$ cat config.mk
export PLATFORM = sky130hd
export DESIGN_NAME = branch_redirect_unit
export DESIGN_NICKNAME = d
export VERILOG_FILES = /design/src/rtl/cpu_pkg.sv /design/src/rtl/branch_redirect_unit_pred_tag_stage.sv /design/src/rtl/branch_redirect_unit.sv
export SDC_FILE = /design/constraint.sdc
export NUM_CORES = 1
export LEC_CHECK = 0
export CORE_MARGIN = 2
export CORE_UTILIZATION = 51
export CTS_CLUSTER_DIAMETER = 50
export CTS_CLUSTER_SIZE = 12
export DETAILED_ROUTE_END_ITERATION = 12
export PLACE_DENSITY_LB_ADDON = 0.1
export SYNTH_ARGS = -nofsm -noshare
export SYNTH_HDL_FRONTEND = slang
export SYNTH_SLANG_ARGS = --single-unit
$ cat constraint.sdc
create_clock -name CLK -period 3.7 [get_ports CLK]
set_clock_uncertainty 0.15 [all_clocks]
set_input_delay 0.74 -clock CLK [delete_from_list [all_inputs] [get_ports CLK]]
set_output_delay 0.74 -clock CLK [all_outputs]
set_load 0.01 [all_outputs]
$ cat src/rtl/cpu_pkg.sv
// Shared definitions for the fetch/redirect path: reset PC, fetch increment,
// the per-instruction prediction tag and the EX-stage mispredict check.
package cpu_pkg;

    localparam logic [31:0] RESET_PC = 32'h0000_0000;
    localparam logic [31:0] PC_INC   = 32'd4;

    // Prediction made at fetch time, carried alongside the instruction
    typedef struct packed {
        logic        vld;
        logic [31:0] pc;
        logic        pred;
        logic [31:0] ptgt;
    } pred_tag_t;

    // A valid tag mispredicts when the direction is wrong, when a correctly
    // predicted taken branch went somewhere else, or when the predictor
    // claimed a non-branch was taken (aliasing in the target buffer).
    function automatic logic eval_mispredict(
        input pred_tag_t   tag,
        input logic        is_branch,
        input logic        taken,
        input logic [31:0] target
    );
        logic miss;
        miss = 1'b0;
        if (tag.vld) begin
            if (is_branch) begin
                miss = (taken != tag.pred) ||
                       (taken && tag.pred && (target != tag.ptgt));
            end else begin
                miss = tag.pred;
            end
        end
        return miss;
    endfunction

endpackage

$ cat src/rtl/branch_redirect_unit_pred_tag_stage.sv
// One pipeline register for a prediction tag. Flush clears it, hold keeps
// it, bubble empties it; otherwise it loads the upstream tag.
module pred_tag_stage
    import cpu_pkg::*;
(
    input  logic      CLK,
    input  logic      RSTn,
    input  logic      flush,
    input  logic      hold,
    input  logic      bubble,
    input  pred_tag_t d,
    output pred_tag_t q
);

    // Tag register: flush beats hold, hold beats bubble
    always_ff @(posedge CLK or negedge RSTn) begin
        if (!RSTn) begin
            q <= '0;
        end else if (flush) begin
            q <= '0;
        end else if (!hold) begin
            if (bubble) begin
                q <= '0;
            end else begin
                q <= d;
            end
        end
    end

endmodule

$ cat src/rtl/branch_redirect_unit.sv
// Fetch PC owner: chooses the next PC from the predictor, sequential fetch
// or an EX redirect, tracks each prediction to EX, and drives the flush,
// predictor update and statistics counters.
module branch_redirect_unit #(
    parameter logic [31:0] RESET_PC = cpu_pkg::RESET_PC,
    parameter logic [31:0] PC_INC   = cpu_pkg::PC_INC
) (
    input  logic        CLK,
    input  logic        RSTn,
    input  logic        stall,
    input  logic        predict_IF,
    input  logic [31:0] preaddr,
    input  logic        ex_is_branch,
    input  logic        ex_taken,
    input  logic [31:0] ex_target,
    output logic [31:0] PC_now,
    output logic        branch_jump,
    output logic [31:0] PC_happen,
    output logic [31:0] PC_to,
    output logic        predict_EX,
    output logic        flush,
    output logic [31:0] redirect_pc,
    output logic [31:0] branch_cnt,
    output logic [31:0] mispred_cnt
);

    import cpu_pkg::*;

    pred_tag_t tag_if;
    pred_tag_t tag_id;
    pred_tag_t tag_ex;
    logic      mispredict;

    assign tag_if = '{vld: 1'b1, pc: PC_now, pred: predict_IF, ptgt: preaddr};

    pred_tag_stage u_tag_id (
        .CLK    (CLK),
        .RSTn   (RSTn),
        .flush  (mispredict),
        .hold   (stall),
        .bubble (1'b0),
        .d      (tag_if),
        .q      (tag_id)
    );

    pred_tag_stage u_tag_ex (
        .CLK    (CLK),
        .RSTn   (RSTn),
        .flush  (mispredict),
        .hold   (1'b0),
        .bubble (stall),
        .d      (tag_id),
        .q      (tag_ex)
    );

    // EX resolution and predictor update; everything reads as idle when EX is empty
    always_comb begin
        mispredict  = eval_mispredict(tag_ex, ex_is_branch, ex_taken, ex_target);
        branch_jump = 1'b0;
        PC_happen   = 32'h0;
        PC_to       = 32'h0;
        predict_EX  = 1'b1;
        redirect_pc = 32'h0;
        if (tag_ex.vld) begin
            branch_jump = ex_is_branch;
            PC_happen   = tag_ex.pc;
            PC_to       = ex_target;
            predict_EX  = ~ex_taken;
            redirect_pc = (ex_is_branch && ex_taken) ? ex_target
                                                     : tag_ex.pc + PC_INC;
        end
    end

    assign flush = mispredict;

    // Fetch PC: redirect beats stall, stall beats prediction
    always_ff @(posedge CLK or negedge RSTn) begin
        if (!RSTn) begin
            PC_now <= RESET_PC;
        end else if (mispredict) begin
            PC_now <= redirect_pc;
        end else if (stall) begin
            PC_now <= PC_now;
        end else if (predict_IF) begin
            PC_now <= preaddr;
        end else begin
            PC_now <= PC_now + PC_INC;
        end
    end

    // Resolved-branch and mispredict statistics, free-running and wrapping
    always_ff @(posedge CLK or negedge RSTn) begin
        if (!RSTn) begin
            branch_cnt  <= 32'h0;
            mispred_cnt <= 32'h0;
        end else begin
            if (branch_jump) begin
                branch_cnt <= branch_cnt + 32'd1;
            end
            if (mispredict) begin
                mispred_cnt <= mispred_cnt + 32'd1;
            end
        end
    end

endmodule

* Word level (Yosys, flattened, before mapping)
Cells that the tools add are included.
** Word-level totals
- Register bits after elaboration :: 228
- Input port bits :: 70
** Operators by class
- Add/subtract/negate cells :: 4
- Equality and inequality tests :: 3
- Muxes and demuxes :: 15
- Bitwise operators :: 1
- Reduce and logical (&&, ||, !) cells :: 4
** Operator list (number)
- 66-bit two-way mux :: 4
- 32-bit two-way mux :: 7
- 32-bit by 1-bit adder with 32-bit output (second input constant) :: 2
- 32-bit by 3-bit adder with 32-bit output (second input constant) :: 2
- 32-bit != test :: 1
- 1-bit two-way mux :: 4
- 1-bit logical AND :: 3
- 2-bit by 1-bit != test with 1-bit output (second input constant) :: 1
- 1-bit logical OR :: 1
- 1-bit != test :: 1
- 1-bit NOT :: 1

* Longest topological paths before layout
- Depth after elaboration :: 6
- Depth in mapped cells :: 10

* Cells and area by module
Synthesis repeated with hierarchy kept, for this count alone.
** Second synthesis, totals
- Cells, all modules :: 1136
- Area, all modules :: 12105.4 um^2
** By module, submodules not included
- branch_redirect_unit :: times used 1, cells each 824, area each 7155.6 um^2, sequential area each 2402.3 um^2
- pred_tag_stage :: times used 2, cells each 156, area each 2474.9 um^2, sequential area each 1651.6 um^2

* Worst setup path after synthesis
No wires, ideal clock.
- Path kind :: input to output
- From :: input ex_target[28]
- To :: output flush
- Arrival :: 2.281 ns
- Slack :: 0.529 ns
- Stages on the path :: 9
- Buffers on the path :: 3
- Path through :: xor2_1 -> nor4_2 -> nand3_1 -> or3_1 -> buf_2 -> nand2_4 -> inv_2 -> buf_6 -> buf_2
** On the way
- Word-level cells in the longest chain between the ends :: 5
** Ends and longest elaborated chain
- from (decl) :: line branch_redirect_unit.sv:15 : input logic [31:0] ex_target,
- 32-bit != test :: line cpu_pkg.sv:30 : (taken && tag.pred && (target != tag.ptgt));
- 1-bit logical AND :: line cpu_pkg.sv:30
- 1-bit logical OR :: line cpu_pkg.sv:29 : miss = (taken != tag.pred) ||
- 1-bit two-way mux :: line cpu_pkg.sv:28 : if (is_branch) begin
- 1-bit two-way mux :: line cpu_pkg.sv:27 : if (tag.vld) begin
- to (decl) :: line branch_redirect_unit.sv:21 : output logic flush,
No other way between the ends.

* Worst setup path after layout
- From :: input ex_taken
- To :: output redirect_pc[8]
** On the way
- Word-level cells in the longest chain between the ends :: 3
** Ends and longest elaborated chain
- from (decl) :: line branch_redirect_unit.sv:14 : input logic ex_taken,
- 1-bit logical AND :: line branch_redirect_unit.sv:69 : redirect_pc = (ex_is_branch && ex_taken) ? ex_target
- 32-bit two-way mux :: line branch_redirect_unit.sv:69
- 32-bit two-way mux :: line branch_redirect_unit.sv:64 : if (tag_ex.vld) begin
- to (decl) :: line branch_redirect_unit.sv:22 : output logic [31:0] redirect_pc,
No other way between the ends.

==> flow_summary.toml <==
[run_status]
status = "finished, final reports clean"

[setup_path]
required_ns = 2.81
end_kind = "output pin"
path_buf_inv = 5
worst-path-max-fanout = 15
slowest_stage = "clkdlybuf4s50_1"
path_class = "input pin to output pin"
critical_path.max_stage_delay_ns = 0.58
critPathLaunchType = "input pin"
crit_family = "buffers and inverters"
cp.arrival_ns = 2.78
path_cells = "clkdlybuf4s50_1 -> nand2_1 -> buf_4 -> buf_4 -> nor2_1 -> nor3b_1 -> buf_4 -> clkdlybuf4s50_1"
cpMostUsedCell = "buf_4"

[drt]
wl_um = 39500
drt_iter0_drc = 957
topRoutingLayerUsed = "met4"
dr_wl_met2_um = 17500
via_count = 10752
met3_length_um = 3240
final_antenna_net_count = 0
wl_met1_um = 17600
drc = 0
via_per_inst = 5.82
wl_per_cell_um = 21.4
dr.pass1.iters = 5

[layout]
antennaDiodeCount = 0
fin_area_um2 = 16600
area_growth_pct = 38.9
drive_gt1_share_pct = 12.9
nets = 1590
stdcell_count = 1848

[power]
seqPwrFrac_pct = 40.6
sw_frac_of_total_pct = 30.9
p_per_area_nw_per_um2 = 498
p_leak_uw = 0.00749
comb_power_share_pct = 24.4
switchingPower_uw = 2550
p_int_uw = 5700
ir_drop_mv = 0.370
clockPowerShare_pct = 35.0
fin_total_pwr_uw = 8250

[clock_tree]
root_buffer = "clkbuf_16"
clock_sinks = 228
clk_pin_slew_ns = 0.06
numCtsBuffers = 29
clk_latency_ns = 0.54
cts_tree = "yes"
clk_path_buf_depth = 3
htree_levels = 1

[placement]
gp_congestion = 0.950
placed_cells = 1782
dp_hpwl_um = 28300
dpl-instance-area_um2 = 15300
port_buffers = 264
pre_cts_slack_ns = -0.240

[timing]
hold_violations = 0
tightest_slew_ns = 0.896
min_period_ns = 3.67
finalCritPeriodShare_pct = 99.2
setup-tns-final_ns = 0
setup_slack_ns = 0.0279
slew-limit-headroom_pct = 39.8
max_clock_freq_mhz = 272
drv_slew = 0
setup_viol = 0

[synthesis]
async_flop_share_pct = 100
syn_area_um2 = 11900
netlist_top_cells_count = "228 x dfrtp_1, 133 x and2_1, 124 x nor2_1"
synth_top_area_share_pct = 47.8
synth_most_common_cell = "dfrtp_1"
synth.distinct_cells = 68
yosys_warnings = 0
yosys.area.top_type = "dfrtp_1"
syn-num-nets = 1278
yosysSeqAreaShare_pct = 47.8
synth_area_leaders = "dfrtp_1 48%, and2_1 7.0%, xor2_1 6.4%"
avgSynthCellArea_um2 = 9.92
synthFlopType = "dfrtp_1"
synth_edf_count = 0
synth-seq-cells = 228
syn_inst = 1203

[grt]
track_usage_pct = 31.9
grt_max_degree = 94
grt_pass1_vias = 10324
antenna_found_initial = 0
grt_overflow_total = 0
grt_pass1_wl_um = 60000

[floorplanning]
io_pins = 265
rows = 55
die_w_um = 157
initial_utilization_pct = 52.4
core_um2 = 22800
die_area_um2 = 24600
die_h_um = 157

[hold_path]
hp-class = "input pin to async pin"

[flow_run]
maxCapViolCount = 0
final cells by class:
type / count / area [µm²]
clock buffer: 35 / 778
clock inverter: 16 / 213
fill: 1697 / 6210
inverter: 17 / 63.8
multi-input combinational: 887 / 6000
sequential: 228 / 5720
tap: 313 / 392
timing repair buffer: 352 / 3410
timing repair:
item                       in CTS  in global routing
hold buffers                    0                  0
setup endpoints to repair      17                 21
pin swaps                       5                  9
setup buffers                   5                 10
resized for setup              24                 25
state kept, by name, summed over array words and instances (netlist names):
register     count
PC_now          32
branch_cnt      32
mispred_cnt     32
u_tag_ex.q      66
u_tag_id.q      66
per-layer routing:
layer	track usage, %	up-vias
li1	-	4847
met1	47.3	5273
met2	47.6	540
met3	6.03	92
met4	9.70	0
met5	0	-
per-stage QoR:
step                utilization (%)  hold WS [ns]
floorplan                         -         0.293
global placement               67.3         0.303
detailed placement             67.3         0.309
CTS                            72.1         0.103
global route                   72.7         0.119
finish                         72.7        0.0727
cells in the final DEF (no fill, tap or decap), types with 15 or more instances in the layout:
master,synthesis,final
clkdlybuf4s50_1,0,249
dfrtp_1,228,219
and2_1,133,133
nor2_1,124,122
xor2_1,87,86
buf_4,5,81
mux2i_1,67,67
nand3_1,55,55
nand2_1,48,47
o21ai_0,45,45
xnor2_1,37,37
nand4_1,36,36
clkbuf_16,0,29
a21oi_1,34,28
and3_1,22,21
nor3_1,22,18
nor4_1,22,18
inv_1,15,15
power by group through the flow:
stage,Sequential (µW),Clock [µW],Combinational [µW]
detailed placement,3370,0,1940
global route,3400,3030,2160
finish,3350,2890,2010
floorplan,3280,0,914
CTS,3340,2910,1970
global placement,3350,0,1910
worst reg2reg max path: cells and delay by family (launching register included):
family	cells	cell delay, ns
AOI/OAI and AO/OA	1	0.43
and+or+nand+nor	4	1.10
DFF	1	0.41
buffers and inverters	2	0.42
xor gates and xnor gates	1	0.18
kinds of logic (layout without fill, tap and decap cells):
logic type      Yosys count  count (layout)  synth area share, %
simple gates            520             520                 23.9
flops                   228             228                 47.8
compound gates          162             162                 9.05
xor+xnor                124             124                 9.10
buf+inv                  88             420                 3.12
mux                      76              76                 6.47
fa+ha+maj                 5               5                0.524
final timing paths:
kind	from	endpoint	slack, ns	cells after the start
setup / recovery	ex_taken	redirect_pc[8]	0.03	8
hold / removal	RSTn	u_tag_ex.q[61]	0.07	1
setup reg to reg	u_tag_ex.q[28]	PC_now[22]	0.90	8
hold reg to reg	u_tag_id.q[65]	u_tag_id.q[65]	0.32	1
max in group asynchronous	RSTn	u_tag_ex.q[36]	2.46	2
min in group CLK	u_tag_id.q[65]	u_tag_id.q[65]	0.32	1
(Power assumes the default switching activity.)
